===== src/rtl/sram_responder_pkg.sv =====
// sram_responder_pkg: shared FSM state type, counter width and inactive strobe levels.
package sram_responder_pkg;
  typedef enum logic [1:0] {IDLE, ACCESS, ACK, RECOVER} resp_state_t;
  localparam int WAIT_CNT_W = 4;
  localparam logic STROBE_OFF = 1'b1;
  localparam logic DQ_OE_OFF = 1'b0;
endpackage


===== src/rtl/sram_pin_ctrl.sv =====
// sram_pin_ctrl: registers every SRAM pin from next-state decode so the strobes are glitch-free.
module sram_pin_ctrl
  import sram_responder_pkg::*;
(
  input  logic        clk,
  input  logic        rst,
  input  resp_state_t i_state,
  input  resp_state_t i_state_nxt,
  input  logic        i_load,
  input  logic        i_wr,
  input  logic [1:0]  i_bytesel,
  input  logic [18:0] i_addr,
  input  logic [15:0] i_data,
  output logic [18:0] o_addr,
  output logic [15:0] o_dq_o,
  output logic        o_dq_oe,
  output logic        o_ce_n,
  output logic        o_oe_n,
  output logic        o_we_n,
  output logic        o_ub_n,
  output logic        o_lb_n
);
  logic w_acc, w_oe_n, w_dq_oe;
  always_comb begin
    w_acc = i_state_nxt == ACCESS;
    w_oe_n = ~(w_acc & ~i_wr);
    w_dq_oe = w_acc & i_wr & w_oe_n;
  end
  // we_n stays high on the first ACCESS cycle (entered from IDLE) for address setup
  always_ff @(posedge clk or posedge rst)
    if (rst) begin
      o_addr <= '0;
      o_dq_o <= '0;
      o_dq_oe <= DQ_OE_OFF;
      o_ce_n <= STROBE_OFF;
      o_oe_n <= STROBE_OFF;
      o_we_n <= STROBE_OFF;
      o_ub_n <= STROBE_OFF;
      o_lb_n <= STROBE_OFF;
    end else begin
      o_dq_oe <= w_dq_oe;
      o_ce_n <= ~w_acc;
      o_oe_n <= w_oe_n;
      o_we_n <= ~(w_acc & i_wr & (i_state == ACCESS));
      o_ub_n <= ~(w_acc & i_bytesel[1]);
      o_lb_n <= ~(w_acc & i_bytesel[0]);
      if (i_load) begin
        o_addr <= i_addr;
        o_dq_o <= i_data;
      end
    end
endmodule


===== src/rtl/sram_responder.sv =====
// sram_responder: one-word-at-a-time async SRAM responder with parameterised wait states.
// Define SRAM_RESPONDER_POSTED_WRITE_EN to ack writes in the first ACCESS cycle.
module sram_responder
  import sram_responder_pkg::*;
#(
  parameter int WAIT_STATES = 1
) (
  input  logic        clk,
  input  logic        reset,
  input  logic [19:1] m_addr,
  input  logic [15:0] m_data_in,
  output logic [15:0] m_data_out,
  input  logic        m_access,
  output logic        m_ack,
  input  logic        m_wr_en,
  input  logic [1:0]  m_bytesel,
  output logic [18:0] sram_addr,
  output logic [15:0] sram_dq_o,
  input  logic [15:0] sram_dq_i,
  output logic        sram_dq_oe,
  output logic        sram_ce_n,
  output logic        sram_oe_n,
  output logic        sram_we_n,
  output logic        sram_ub_n,
  output logic        sram_lb_n
);
  resp_state_t r_state, w_state_nxt;
  logic [WAIT_CNT_W-1:0] r_wait_cnt;
  logic [18:0] r_addr, w_addr;
  logic [15:0] r_data, w_data;
  logic [1:0] r_bytesel, w_bytesel;
  logic r_wr, w_wr, w_cap, w_last, r_wack_blk;
  always_comb begin
    w_cap = r_state == IDLE && m_access;
    w_last = r_state == ACCESS && r_wait_cnt == '0;
    w_state_nxt = w_cap ? ACCESS : w_last ? ACK : r_state == ACK ? RECOVER : r_state == RECOVER ? IDLE : r_state;
    w_wr = w_cap ? m_wr_en : r_wr;
    w_bytesel = w_cap ? m_bytesel : r_bytesel;
    w_addr = w_cap ? m_addr : r_addr;
    w_data = w_cap ? m_data_in : r_data;
  end
  always_ff @(posedge clk or posedge reset)
    if (reset) begin
      r_state <= IDLE;
      r_wait_cnt <= '0;
      r_addr <= '0;
      r_data <= '0;
      r_bytesel <= '0;
      r_wr <= 1'b0;
      r_wack_blk <= 1'b0;
      m_ack <= 1'b0;
      m_data_out <= '0;
    end else begin
      r_state <= w_state_nxt;
      m_ack <= 1'b0;
      if (w_cap) begin
        r_addr <= m_addr;
        r_data <= m_data_in;
        r_bytesel <= m_bytesel;
        r_wr <= m_wr_en;
        r_wait_cnt <= WAIT_CNT_W'(WAIT_STATES);
`ifdef SRAM_RESPONDER_POSTED_WRITE_EN
        m_ack <= m_wr_en;
        r_wack_blk <= m_wr_en;
`else
        r_wack_blk <= 1'b0;
`endif
      end else if (r_state == ACCESS && !w_last)
        r_wait_cnt <= r_wait_cnt - WAIT_CNT_W'(1);
      // a withdrawn request loses its ack, but read data is still captured
      if (w_last) begin
        m_ack <= m_access & ~r_wack_blk;
        if (!r_wr) m_data_out <= sram_dq_i;
      end
    end
  sram_pin_ctrl u_pins (
    .clk(clk),
    .rst(reset),
    .i_state(r_state),
    .i_state_nxt(w_state_nxt),
    .i_load(w_cap),
    .i_wr(w_wr),
    .i_bytesel(w_bytesel),
    .i_addr(w_addr),
    .i_data(w_data),
    .o_addr(sram_addr),
    .o_dq_o(sram_dq_o),
    .o_dq_oe(sram_dq_oe),
    .o_ce_n(sram_ce_n),
    .o_oe_n(sram_oe_n),
    .o_we_n(sram_we_n),
    .o_ub_n(sram_ub_n),
    .o_lb_n(sram_lb_n)
  );
endmodule


===== config.mk =====
export PLATFORM = sky130hd
export DESIGN_NAME = sram_responder
export DESIGN_NICKNAME = d
export VERILOG_FILES = /design/src/rtl/sram_responder_pkg.sv /design/src/rtl/sram_pin_ctrl.sv /design/src/rtl/sram_responder.sv
export SDC_FILE = /design/constraint.sdc
export NUM_CORES = 1
export LEC_CHECK = 0
export CORE_MARGIN = 1
export CORE_UTILIZATION = 38
export DETAILED_ROUTE_END_ITERATION = 10
export PLACE_DENSITY_LB_ADDON = 0.2
export SLEW_MARGIN = 20
export SYNTH_ARGS = -nofsm -noshare
export SYNTH_HDL_FRONTEND = slang
export SYNTH_SLANG_ARGS = --single-unit

===== constraint.sdc =====
create_clock -name clk -period 1.8 [get_ports clk]
set_clock_uncertainty 0.05 [all_clocks]
set_input_delay 0.18 -clock clk [delete_from_list [all_inputs] [get_ports clk]]
set_output_delay 0.18 -clock clk [all_outputs]
set_load 0.05 [all_outputs]

---- Yosys cells after proc, flatten, opt, wreduce, memory -nomap -nowiden ----
Index checks and enable logic that the tools add are counted.
storage, ports and cells
  input port bits ......................... 57
  flip-flop bits (word level) ............. 67
  output and inout bits ................... 58
cells by class
  mux-type cells .......................... 9
  reductions and logical operators ........ 8
  add/subtract/negate cells ............... 1
  bitwise gates (word level) .............. 13
  equality and inequality tests ........... 4
operators by type and width
  cell                                                 count
  two-way mux 2 bit                                    5
  two-way mux 4 bit                                    2
  inverter 1 bit                                       7
  bitwise AND 1 bit                                    6
  equality test 2 x 1 -> 1 bit, second input constant  2
  equality test 2 bit, second input constant           2
  zero test 4 bit                                      1
  subtractor 4 x 1 -> 4 bit, second input constant     1
  logical AND 1 bit                                    3
  zero test 2 bit                                      1
  two-way mux 1 bit                                    2
  AND reduction 2 bit                                  1
  nonzero test 2 bit                                   1
  zero test 1 bit                                      1

---- Depth between registers and ports, before layout ----
Gate-level depths: netlist of the first run.
  word-level depth ........................ 9
  mapped depth ............................ 8

---- Hierarchy ----
From an unflattened synthesis of the first run, not the netlist that was laid out.
second synthesis, totals
  cells, all modules ...................... 320
  area total of the unflattened synthesis .. 4076.4 sq um
by module, submodules not included
  module          cells an instance  instances  area each (sq um)
  sram_responder  232                1          2423.6
  sram_pin_ctrl   88                 1          1652.8

---- Worst setup path after synthesis of the first run ----
OpenSTA, ideal clock, no wires.
  kind .................................... register -> register
  start ................................... register r_state[1]
  end ..................................... register m_data_out[0]
  library setup time ...................... 0.125 ns
  required time ........................... 1.625 ns
  slack ................................... -0.002 ns
  period minus slack after synthesis ...... 1.802 ns
  arrival ................................. 1.627 ns
  cell stages (with the launch flop) ...... 9
  path through ............................ dfrtp_1 -> inv_1 -> ha_1 -> buf_6 -> and4bb_4 -> and2_4 -> buf_6 -> buf_12 -> mux2_4
on the way
  longest elaborated chain between the ends .. 3
RTL lines
  what                                  line                  source
  start: declaration                    sram_responder.sv:27  resp_state_t r_state, w_state_nxt;
  start signal: assignment              sram_responder.sv:54  r_state <= w_state_nxt;
  equality test 2 x 1 -> 1 bit          sram_responder.sv:35  w_last = r_state == ACCESS && r_wait_cnt == '0;
  logical AND 1 bit                     sram_responder.sv:35
  AND reduction 2 bit (no source line)  -
  end signal: assignment                sram_responder.sv:73  if (!r_wr) m_data_out <= sram_dq_i;
  end: declaration                      sram_responder.sv:12  output logic [15:0] m_data_out,
Every way passes these cells.
A chain may end at the register's enable or synchronous reset.

---- Worst setup path in the final report of the first run ----
  start ................................... register r_wait_cnt[0]
  end ..................................... register m_data_out[7]
on the way
  longest elaborated chain between the ends .. 3
RTL lines
  what                                  line                  source
  start: declaration                    sram_responder.sv:28  logic [WAIT_CNT_W-1:0] r_wait_cnt;
  start signal: assignment              sram_responder.sv:61  r_wait_cnt <= WAIT_CNT_W'(WAIT_STATES);
  start signal: assignment              sram_responder.sv:69  r_wait_cnt <= r_wait_cnt - WAIT_CNT_W'(1);
  zero test 4 bit                       sram_responder.sv:35
  logical AND 1 bit                     sram_responder.sv:35
  AND reduction 2 bit (no source line)  -
Every way passes these cells.

==> results of run 1 <==
-- logic make-up (layout without fill, tap and decap cells) --
logic type,Yosys count,in the layout,synth area share
and+or+nand+nor,135,136,0.2074
AOI/OAI and AO/OA,10,10,0.02242
muxes,17,17,0.08500
buffers and inverters,19,146,0.03830
DFF,67,67,0.6282
adders and majority gates,4,4,0.01868
-- sequential cells by signal, indices dropped and copies added (netlist names), 2 cells and up --
register and cells:
u_pins.o_addr 19, m_data_out 16, u_pins.o_dq_o 16, r_wait_cnt 4, r_bytesel 2, r_state 2
-- power breakdown --
part / internal (W) / switching [W] / leakage, nW
Clock: 0.000671 / 0.000539 / 0.0991
Sequential: 0.00226 / 0.000365 / 0.818
Combinational: 0.00185 / 0.00330 / 1.04
Total: 0.00478 / 0.00420 / 1.96
-- worst paths after layout --
path / start / to / slack [ps]
setup reg to reg: r_wait_cnt[0]$_DFFE_PP0P_ / m_data_out[7]$_DFFE_PP0P_ / 50
hold reg to reg: r_bytesel[0]$_DFF_PP0_ / u_pins.o_lb_n$_DFF_PP1_ / 370
hold / removal: reset / u_pins.o_dq_o[4]$_DFFE_PP0N_ / 250
min in group clk: m_addr[2] / u_pins.o_addr[1]$_DFFE_PP0N_ / 320
max in group asynchronous: reset / u_pins.o_we_n$_DFF_PP1_ / 1070
setup / recovery: r_wait_cnt[0]$_DFFE_PP0P_ / m_data_out[7]$_DFFE_PP0P_ / 50
-- through the flow --
stage | setup slack, ps | power [W] | utilization
global route | 11.64 | 0.009514 | 0.6090
floorplan | -2.222 | 0.006132 | -
finish | 53.48 | 0.008984 | 0.6090
global placement | 109.1 | 0.007731 | 0.5794
detailed placement | 48.89 | 0.007814 | 0.5794
CTS | 34.00 | 0.009067 | 0.6079
-- critical path, stage by stage (launching register included) --
cell and delay (ps):
dfrtp_1 410, inv_1 70, ha_1 170, and4bb_4 270
and2_2 330, mux2_4 330
-- cell usage after synthesis --
cell	instances	share of area
a21oi_1	3	0.0056
a22oi_1	2	0.0056
a31oi_1	1	0.0023
and2_1	2	0.0047
and2_4	1	0.0033
and3_1	2	0.0047
and4bb_4	1	0.0061
buf_12	1	0.0075
buf_6	2	0.0084
clkbuf_1	9	0.013
dfrtp_1	62	0.58
dfstp_2	5	0.049
ha_1	4	0.019
inv_1	7	0.0098
mux2_2	6	0.025
mux2_4	10	0.056
mux2i_1	1	0.0037
nand2_1	115	0.16
nand2b_1	1	0.0023
nand3_1	1	0.0019
nand4b_1	1	0.0033
nor2_1	7	0.0098
nor3_1	2	0.0037
nor4b_1	1	0.0033
o21ai_0	3	0.0056
o41ai_1	1	0.0033
or3b_2	1	0.0033
-- routing by layer --
layer  part of all wire  track usage
met2               0.47       0.2821
met3              0.079      0.06352
met5                  0            0
met1               0.44       0.2160
met4             0.0084      0.07727
-- cell type report --
class                      count  area (um^2)  area share
sequential                    67         1683      0.4067
timing repair buffer         123         1209      0.2921
multi-input combinational    167        902.1      0.2180
clock buffer                  11        141.4     0.03417
tap                           96        120.1     0.02903
clock inverter                 5        52.55     0.01270
inverter                       7        30.03    0.007257
==> metrics, run 1 <==
outcome finished clean; most frequent cells in the layout nand2_1 (115), clkdlybuf4s50_1 (109), dfrtp_1 (62), buf_4 (13); Iter 0 DRT Violations 63; post-synthesis sequential area ratio 0.6282; Hold Slack 254.8 ps; Cell variety after synth 27; Pwr Density 2171 nW/um^2; syn nets 313; hold_buf cts 0; cell count after placement 459; number of routed nets with antenna violations 0; clock tree buffer depth 2; largest net degree at the start of global routing 38; H-tree Lvls 3; max cap viols 0; initial antenna violation count 0; Port-buffer cells 114; Core ar. 6794 um^2; Mean Syn Cell Area 10.63 um^2; worst reg-to-reg path cell count 5; first-pass GRT wire length 10,120 um; Resized cells post-CTS 0; design area 4138 um^2; row count 30; gpl congestion 0.7152; Nets 436; all-layer global routing usage 0.1768; WS Path Type reg -> reg; Slew Viols, Final 0; Fin Setup TNS 0 ps; Yosys reg bits 67; DR vias/cell 4.464; RSZ-0062 raised after global routing false; clock sinks 67; Ys Warns 0; antenna cells 0; HP Class in -> async; DRC Markers 0; I/O pins 115; startpoint types flop; leading cell type in the layout, fill and taps excluded nand2_1; die area 7389 um^2; LEAKAGE 1.955 nW; Post-Synthesis Cells 252; fin crit period 1747 ps; die height 85.96 um; DR vias 2,125; Post-DP Area 3936 um^2; Finished Layout Cells 476; clock-pin slew on the worst setup and hold paths 70 ps; Starting Density 0.3943; crit path DAT 1910 ps; vias in the first global route 2,183; GRT overflow 0; final setup violation count 0; latest clock arrival within the worst-skew pair 330 ps; CTS tree built; Final Hold Fails 0; Num CTS Buffers 9; Least-Margin Pin Slew 525.6 ps; maximum clock rate 0.5726 GHz; synth-to-layout area growth 54.46%; Worst setup EP type flop; Rel. slew slack 0.6485; Worst Path Required 1960 ps; maximum ir drop on the vdd rail 1192 uV; mapped cell area 2679 um^2; DR pass1 iterations 4; fill cell count 602; WL/cell 12.79 um; drt total wl 6090 um; Clk Tree Root Cell clkbuf_8; Critical Path Fanout Max 8; die extent in x 85.96 um; post-DP HPWL 4247 um; fraction of layout cells with a size suffix above 1 0.1474; fin crit share 0.9703; Setup Buffers After CTS 0
Power figures use the tool's default switching activity.
==> inputs of run 2 (changes only) <==
--- a/config.mk
+++ b/config.mk
@@ -5,9 +5,11 @@
 export SDC_FILE = /design/constraint.sdc
 export NUM_CORES = 1
 export LEC_CHECK = 0
+export CAP_MARGIN = 20
 export CORE_MARGIN = 1
 export CORE_UTILIZATION = 38
 export DETAILED_ROUTE_END_ITERATION = 10
+export HOLD_SLACK_MARGIN = 0.1
 export PLACE_DENSITY_LB_ADDON = 0.2
 export SLEW_MARGIN = 20
 export SYNTH_ARGS = -nofsm -noshare
==> results of run 2 <==
Final layout, timing and power as in run 1 (identical DEF).
